===== src/rtl/xbar_switch_allocator.sv =====
// xbar_switch_allocator: wormhole switch allocator for an IN_N x OUT_M crossbar.
// Each output has a round-robin arbiter. A winning input keeps the output from
// its head flit to its tail flit. Outputs allocate and transfer independently.
// Optional build macro XBAR_ALLOC_STATS_EN adds per-output tail-transfer
// counters on port pkt_cnt_o.
module xbar_switch_allocator #(
    parameter int IN_N  = 5,
    parameter int OUT_M = 5
) (
    input  logic                           clk_i,
    input  logic                           rst_i,
    input  logic [IN_N-1:0]                valid_i,
    input  logic [IN_N-1:0][OUT_M-1:0]     dest_i,
    input  logic [IN_N-1:0]                tail_i,
    input  logic [OUT_M-1:0]               ready_i,
    output logic [OUT_M-1:0][IN_N-1:0]     sel_o,
    output logic [OUT_M-1:0]               valid_o,
    output logic [IN_N-1:0]                pop_o
`ifdef XBAR_ALLOC_STATS_EN
    ,
    output logic [OUT_M-1:0][15:0]         pkt_cnt_o
`endif
);

    localparam int IW = (IN_N > 1) ? $clog2(IN_N) : 1;

    typedef enum logic [0:0] {
        ST_IDLE   = 1'b0,
        ST_LOCKED = 1'b1
    } state_e;

    state_e          state_r     [OUT_M];
    state_e          state_nx_s  [OUT_M];
    logic [IW-1:0]   owner_r     [OUT_M];
    logic [IW-1:0]   owner_nx_s  [OUT_M];
    logic [IW-1:0]   ptr_r       [OUT_M];
    logic [IW-1:0]   ptr_nx_s    [OUT_M];
    logic [IN_N-1:0] req_s       [OUT_M];
    logic [IN_N-1:0] own_oh_s    [OUT_M];
    logic [IN_N-1:0] hi_req_s    [OUT_M];
    logic [IW-1:0]   grant_idx_s [OUT_M];
    logic [OUT_M-1:0] grant_vld_s;
    logic [OUT_M-1:0] xfer_s;
    logic [OUT_M-1:0] xfer_tail_s;

    // Index of the lowest set bit of vec (0 when vec is empty).
    function automatic logic [IW-1:0] lowest_set(input logic [IN_N-1:0] vec);
        logic [IW-1:0] idx;
        idx = {IW{1'b0}};
        for (int i = IN_N - 1; i >= 0; i--) begin
            if (vec[i]) begin
                idx = IW'(i);
            end else begin
                idx = idx;
            end
        end
        return idx;
    endfunction

    // Per-output request vectors and one-hot decode of the current owner.
    always_comb begin
        for (int o = 0; o < OUT_M; o++) begin
            for (int i = 0; i < IN_N; i++) begin
                req_s[o][i]    = valid_i[i] & dest_i[i][o];
                own_oh_s[o][i] = (owner_r[o] == IW'(i));
            end
        end
    end

    // Round-robin pick: first requester strictly after ptr, else wrap to the lowest.
    always_comb begin
        for (int o = 0; o < OUT_M; o++) begin
            for (int i = 0; i < IN_N; i++) begin
                hi_req_s[o][i] = req_s[o][i] & (IW'(i) > ptr_r[o]);
            end
            grant_vld_s[o] = |req_s[o];
            grant_idx_s[o] = (|hi_req_s[o]) ? lowest_set(hi_req_s[o])
                                            : lowest_set(req_s[o]);
        end
    end

    // State register: IDLE/LOCKED, owner and round-robin pointer per output.
    always_ff @(posedge clk_i) begin
        if (rst_i) begin
            for (int o = 0; o < OUT_M; o++) begin
                state_r[o] <= ST_IDLE;
                owner_r[o] <= {IW{1'b0}};
                ptr_r[o]   <= IW'(IN_N - 1);
            end
        end else begin
            for (int o = 0; o < OUT_M; o++) begin
                state_r[o] <= state_nx_s[o];
                owner_r[o] <= owner_nx_s[o];
                ptr_r[o]   <= ptr_nx_s[o];
            end
        end
    end

    // Next state: lock on a grant, release after the tail flit has moved.
    always_comb begin
        for (int o = 0; o < OUT_M; o++) begin
            state_nx_s[o] = state_r[o];
            owner_nx_s[o] = owner_r[o];
            ptr_nx_s[o]   = ptr_r[o];
            case (state_r[o])
                ST_IDLE: begin
                    if (grant_vld_s[o]) begin
                        state_nx_s[o] = ST_LOCKED;
                        owner_nx_s[o] = grant_idx_s[o];
                    end else begin
                        state_nx_s[o] = ST_IDLE;
                    end
                end
                ST_LOCKED: begin
                    if (xfer_tail_s[o]) begin
                        state_nx_s[o] = ST_IDLE;
                        ptr_nx_s[o]   = owner_r[o];
                    end else begin
                        state_nx_s[o] = ST_LOCKED;
                    end
                end
                default: begin
                    state_nx_s[o] = ST_IDLE;
                end
            endcase
        end
    end

    // Outputs: select follows the registered owner; transfer needs owner flit and ready.
    always_comb begin
        pop_o = {IN_N{1'b0}};
        for (int o = 0; o < OUT_M; o++) begin
            sel_o[o]       = {IN_N{1'b0}};
            valid_o[o]     = 1'b0;
            xfer_s[o]      = 1'b0;
            xfer_tail_s[o] = 1'b0;
            case (state_r[o])
                ST_IDLE: begin
                    sel_o[o] = {IN_N{1'b0}};
                end
                ST_LOCKED: begin
                    sel_o[o]       = own_oh_s[o];
                    xfer_s[o]      = (|(own_oh_s[o] & req_s[o])) & ready_i[o];
                    xfer_tail_s[o] = xfer_s[o] & (|(own_oh_s[o] & tail_i));
                    valid_o[o]     = xfer_s[o];
                    pop_o          = pop_o | (own_oh_s[o] & {IN_N{xfer_s[o]}});
                end
                default: begin
                    sel_o[o] = {IN_N{1'b0}};
                end
            endcase
        end
    end

`ifdef XBAR_ALLOC_STATS_EN
    // Packet counters: one count per tail transfer, wrapping naturally at 16 bits.
    always_ff @(posedge clk_i) begin
        if (rst_i) begin
            for (int o = 0; o < OUT_M; o++) begin
                pkt_cnt_o[o] <= {16{1'b0}};
            end
        end else begin
            for (int o = 0; o < OUT_M; o++) begin
                if (xfer_tail_s[o]) begin
                    pkt_cnt_o[o] <= pkt_cnt_o[o] + 16'd1;
                end else begin
                    pkt_cnt_o[o] <= pkt_cnt_o[o];
                end
            end
        end
    end
`endif

endmodule


===== config.mk =====
export PLATFORM = sky130hd
export DESIGN_NAME = xbar_switch_allocator
export DESIGN_NICKNAME = d
export VERILOG_FILES = /design/src/rtl/xbar_switch_allocator.sv
export SDC_FILE = /design/constraint.sdc
export NUM_CORES = 1
export LEC_CHECK = 0
export ABC_AREA = 1
export CORE_UTILIZATION = 50
export DETAILED_ROUTE_END_ITERATION = 10
export HOLD_SLACK_MARGIN = 0.03
export PLACE_DENSITY = 0.83
export SLEW_MARGIN = 20
export SYNTH_ARGS = -nofsm -noshare
export SYNTH_HDL_FRONTEND = slang
export SYNTH_SLANG_ARGS = --single-unit

===== constraint.sdc =====
create_clock -name clk_i -period 3.6 [get_ports clk_i]
set_clock_uncertainty 0.1 [all_clocks]
set_input_delay 0.36 -clock clk_i [delete_from_list [all_inputs] [get_ports clk_i]]
set_output_delay 0.36 -clock clk_i [all_outputs]
set_load 0.02 [all_outputs]

Yosys cells after proc, flatten, opt, wreduce, memory -nomap -nowiden
Memories as Yosys holds them, arrays and structs flattened. Index checks and enable logic that the tools add are counted.

Reductions and logical operators: 25. Equality and inequality tests: 20. Mux-type cells: 128. Bitwise operators: 99. Order comparisons: 25.

Operators by type and width (number): 3-bit 2-to-1 mux (85); 5-bit OR reduction (20); 5-bit AND (15); 1-bit AND (60); 5-bit case mux with 2 select lines (5); 3-bit by 2-bit == test with 1-bit output (second input constant) (10); 1-bit by 3-bit > comparator with 1-bit output (first input constant) (10); 2-bit by 3-bit > comparator with 1-bit output (first input constant) (10); 1-bit 2-to-1 mux (28); 5-bit 2-to-1 mux (5); 5-bit bitwise OR (4); 3-bit by 1-bit == test with 1-bit output (second input constant) (5); 3-bit == test (second input constant) (5); 3-bit > comparator (first input constant) (5); 3-bit zero test (5); 1-bit bitwise OR (15); 1-bit case mux with 2 select lines (5); 1-bit NOT (5).

Memories: 3. Word-level logic and storage cells: 300. Flip-flop bits (word level): 0. Output and inout bits: 35. Bits in writable memories: 35. Input port bits: 42.

Memory list: owner_r (depth 5, width 3, rd ports 5, clocked after Yosys merged registers in 0, wr ports 5, line 34) `logic [IW-1:0] owner_r [OUT_M];`; ptr_r (depth 5, width 3, rd ports 5, clocked after Yosys merged registers in 0, wr ports 5, line 36) `logic [IW-1:0] ptr_r [OUT_M];`; state_r (depth 5, width 1, rd ports 5, clocked after Yosys merged registers in 0, wr ports 5, line 32) `state_e state_r [OUT_M];`.

Logic depth before layout (Yosys ltp)
Word-level depth: 14. Gate-level depth with buffers: 12.

Worst setup path after synthesis
No wires, ideal clock.

Kind: flip-flop to output port. Start point: mem owner_r[0][7] (netlist bit). End point: out pop_o[2]. Path buffers: 1. Data arrival time: 1647 ps. Setup slack: 1493 ps. Stages on the path, launching flop included: 8. Cells stage by stage: dfxtp_1 -> buf_2 -> inv_2 -> nor4_1 -> nand2_1 -> nand2_1 -> nor2_1 -> nand2_1.

RTL lines: start: declaration (line 34); end: declaration (line 18) `output logic [IN_N-1:0] pop_o`.

Worst setup path after layout
Start point: in valid_i[2]. End point: out pop_o[1].

Cells in the longest elaborated chain, start to end: 14. Elaborated cells on any way between the ends: 34.

RTL lines: start: declaration (line 12) `input logic [IN_N-1:0] valid_i,`; 1-bit AND (line 64) `req_s[o][i] = valid_i[i] & dest_i[i][o];`; 5-bit AND (line 143) `xfer_s[o] = (|(own_oh_s[o] & req_s[o])) & ready_i[o];`; 5-bit OR reduction (line 143); 1-bit AND (line 143); 5-bit AND (line 146) `pop_o = pop_o | (own_oh_s[o] & {IN_N{xfer_s[o]}});`; 5-bit 2-to-1 mux (line 137) `case (state_r[o])`; 5-bit bitwise OR (line 146); 5-bit 2-to-1 mux (line 137); 5-bit bitwise OR (line 146); 5-bit 2-to-1 mux (line 137); 5-bit bitwise OR (line 146); 5-bit 2-to-1 mux (line 137); 5-bit bitwise OR (line 146); 5-bit 2-to-1 mux * (line 137).

Every way passes the cells marked *; elsewhere a longest branch is shown, timed or not.

==> results.py <==
metrics = {
    "drt": {
        "drt-initial-drc-count": 321,
        "drcViolationCount": 0,
        "wl_per_cell_um": 14.0,
        "wl_um": 10200,
        "first_pass_iters": 5,
        "avgViaCountPerCell": 5.47,
        "ant_nets": 0,
        "dr_total_vias": 3961,
    },
    "run_status": {
        "outcome": "finished, final reports clean",
    },
    "critical_path": {
        "path_class": "primary input to output pin",
        "critPathLaunch": "valid_i[2]",
        "ff2ff_setup_slack_ns": 1.86,
        "arrival_ns": 2.71,
        "r2r_end": "ptr_r[0][9]$_SDFFE_PP0P_",
        "ff2ff_path_depth": 8,
        "worstPathRequired_ns": 3.14,
        "end_kind": "output pin",
        "crit_fanout": 6,
        "crit-reg2reg-launch": "owner_r[0][9]$_SDFFE_PP0P_",
        "cp-start-kind": "primary input",
    },
    "placed_design": {
        "port_buffers": 76,
        "hpwl_um": 8010,
        "place_congestion": 0.990,
        "place_area_um2": 3940,
        "dp_slack_ns": 0.467,
    },
    "power": {
        "ir_worst_vdd_uv": 197,
        "power_density_nw_per_um2": 301,
        "cellLeakagePower_nw": 1.98,
        "finalPower_w": 0.00122,
    },
    "floorplanning": {
        "rows": 28,
        "floorplan.initialDensity_pct": 52.3,
        "dieHeight_um": 81.2,
        "core_um2": 5990,
        "die-area_um2": 6590,
        "ioPinCount": 77,
        "die_x_um": 81.2,
    },
    "timing": {
        "worstMarginPinSlew_ns": 0.856,
        "period_share_pct": 88.0,
        "fin_ws_ns": 0.432,
        "fmax_mhz": 316,
        "rsz0062_at_grt": "false",
        "finalSetupTns_ns": 0,
        "finalHoldViolCount": 0,
        "drv_slew": 0,
        "setup_viol": 0,
        "min_period_ns": 3.17,
        "slew_headroom_pct": 42.8,
    },
    "clock_tree": {
        "cts_made_buffers": 5,
        "cts_hold_buf": 0,
        "worstSkewPairLatency_ns": 0.30,
        "cts_buffer_depth": 2,
        "post_cts_buffers": 0,
        "h-tree-depth": 2,
        "ctsResizeCount": 0,
        "cts_tree": "built",
        "cts.sinks": 35,
        "root_buffer": "clkbuf_8",
        "clk_pin_slew_ns": 0.09,
    },
    "min_path": {
        "holdPathEnd": "ptr_r[0][6]$_SDFFE_PP0P_",
        "hold_class": "flop to flop",
        "min-delay-start": "ptr_r[0][6]$_SDFFE_PP0P_",
        "whs_path_depth": 2,
    },
    "global_routing": {
        "antenna_found_initial": 0,
        "grt.met1_usage_pct": 39.7,
        "grtUsageTotal_pct": 32.4,
        "grt-ovfl-total": 0,
        "gr-usage-met3_pct": 5.84,
        "grt_pass1_vias": 3601,
        "grt_max_degree": 26,
        "met2_usage_pct": 53.5,
        "grt_pass1_wl_um": 16200,
        "top_usage_layer": "met2",
    },
    "final_layout": {
        "final_util_pct": 67.6,
        "layout-drive-gt1-share_pct": 7.24,
        "final_cell_mix": "nand2_1, nor2_1, clkdlybuf4s50_1",
        "area_growth_pct": 29.3,
        "nNetsFinal": 690,
        "fin_area_um2": 4050,
        "antenna_cells": 0,
        "final_common_cell": "nand2_1",
    },
    "synthesis": {
        "synth_cell_types": 28,
        "syn-num-nets": 618,
        "synth_warnings": 0,
        "syn_avg_cell_area_um2": 5.44,
        "netlist_area_um2": 3130,
        "synthCells": 576,
        "synth-seq-area-share_pct": 22.4,
        "synth_seq_cells": 35,
    },
    "job": {
        "maxCapViolations": 0,
    },
}
-- cells in the mapped netlist --
library cell	instances	area share, %
nand3_4	1	0.56
clkinv_1	1	0.12
nand4_1	14	2.8
o211ai_1	4	0.96
nor3_2	6	1.9
o21ai_0	14	2.2
nand2_1	163	20
nand3_1	53	8.5
nand3b_1	1	0.24
nor2_1	113	14
nor4_1	8	1.6
nor2_8	1	0.64
o21ai_1	9	1.4
inv_1	73	8.7
a211oi_1	1	0.24
o2111ai_1	1	0.28
and2_1	1	0.20
a21oi_1	17	2.7
nor3_1	12	1.9
a31oi_1	6	1.2
nand3_2	6	1.9
nor2_4	5	1.8
inv_2	13	1.6
dfxtp_1	35	22
buf_2	10	1.6
nor2_2	4	0.80
clkbuf_1	2	0.24
nand2_2	2	0.40
-- stage by stage --
stage	hold slack (ns)	std cells
2_1_floorplan	0.373	576
3_3_place_gp	0.393	716
3_5_place_dp	0.396	716
4_1_cts	0.406	724
5_1_grt	0.422	724
6_report	0.410	724
-- sequential cells by signal, summed over array words and instances (netlist names) --
register and flops:
owner_r 15, state_r 5, ptr_r 15
-- worst max-delay path by stage --
stage / end / slack (ns)
6_report: pop_o[1] / 0.43
5_1_grt: pop_o[2] / 0.29
4_1_cts: pop_o[2] / 0.46
3_5_place_dp: pop_o[2] / 0.47
3_3_place_gp: pop_o[0] / 0.48
2_1_floorplan: pop_o[2] / 1.49
-- area by class of cell --
| class | instances | area, µm² |
|---|---|---|
| clock inverters | 3 | 43.8 |
| inverters | 87 | 327 |
| repair buffers | 77 | 768 |
| clock buffers | 5 | 68.8 |
| well taps | 75 | 93.8 |
| fillers | 574 | 1940 |
| multi-input cells | 442 | 2050 |
| flip-flops and latches | 35 | 701 |
-- kinds of logic after synthesis --
kind of cell           Yosys count  synth area share [%]
buffers and inverters           99                  12.3
AOI/OAI and AO/OA               52                  9.07
and+or+nand+nor                390                  56.3
DFF                             35                  22.4
-- layer usage --
| metal | vias to the layer above | share of wire [%] | routed length (µm) |
|---|---|---|---|
| met5 | - | 0 | 0 |
| met4 | 0 | 4.7 | 476 |
| met3 | 42 | 8.3 | 846 |
| met2 | 188 | 44 | 4510 |
| met1 | 1748 | 43 | 4340 |
| li1 | 1983 | - | - |
-- where the power goes --
group / switching [W] / internal, W
clock: 0.000164 / 0.000206
sequential: 0.0000394 / 0.000410
combinational: 0.000244 / 0.000155
-- worst max-delay path, stage by stage --
cell and delay, ns:
clkdlybuf4s50_1 0.71, nand2_1 0.16, inv_1 0.12, nand3_1 0.09, nand3_1 0.11, nor2_1 0.05
nor2_2 0.20, nand2_1 0.09, nand2_1 0.07, nor2_1 0.05, nand2_1 0.09, clkdlybuf4s50_1 0.61
Note: power is estimated with default switching activity, not from simulation.
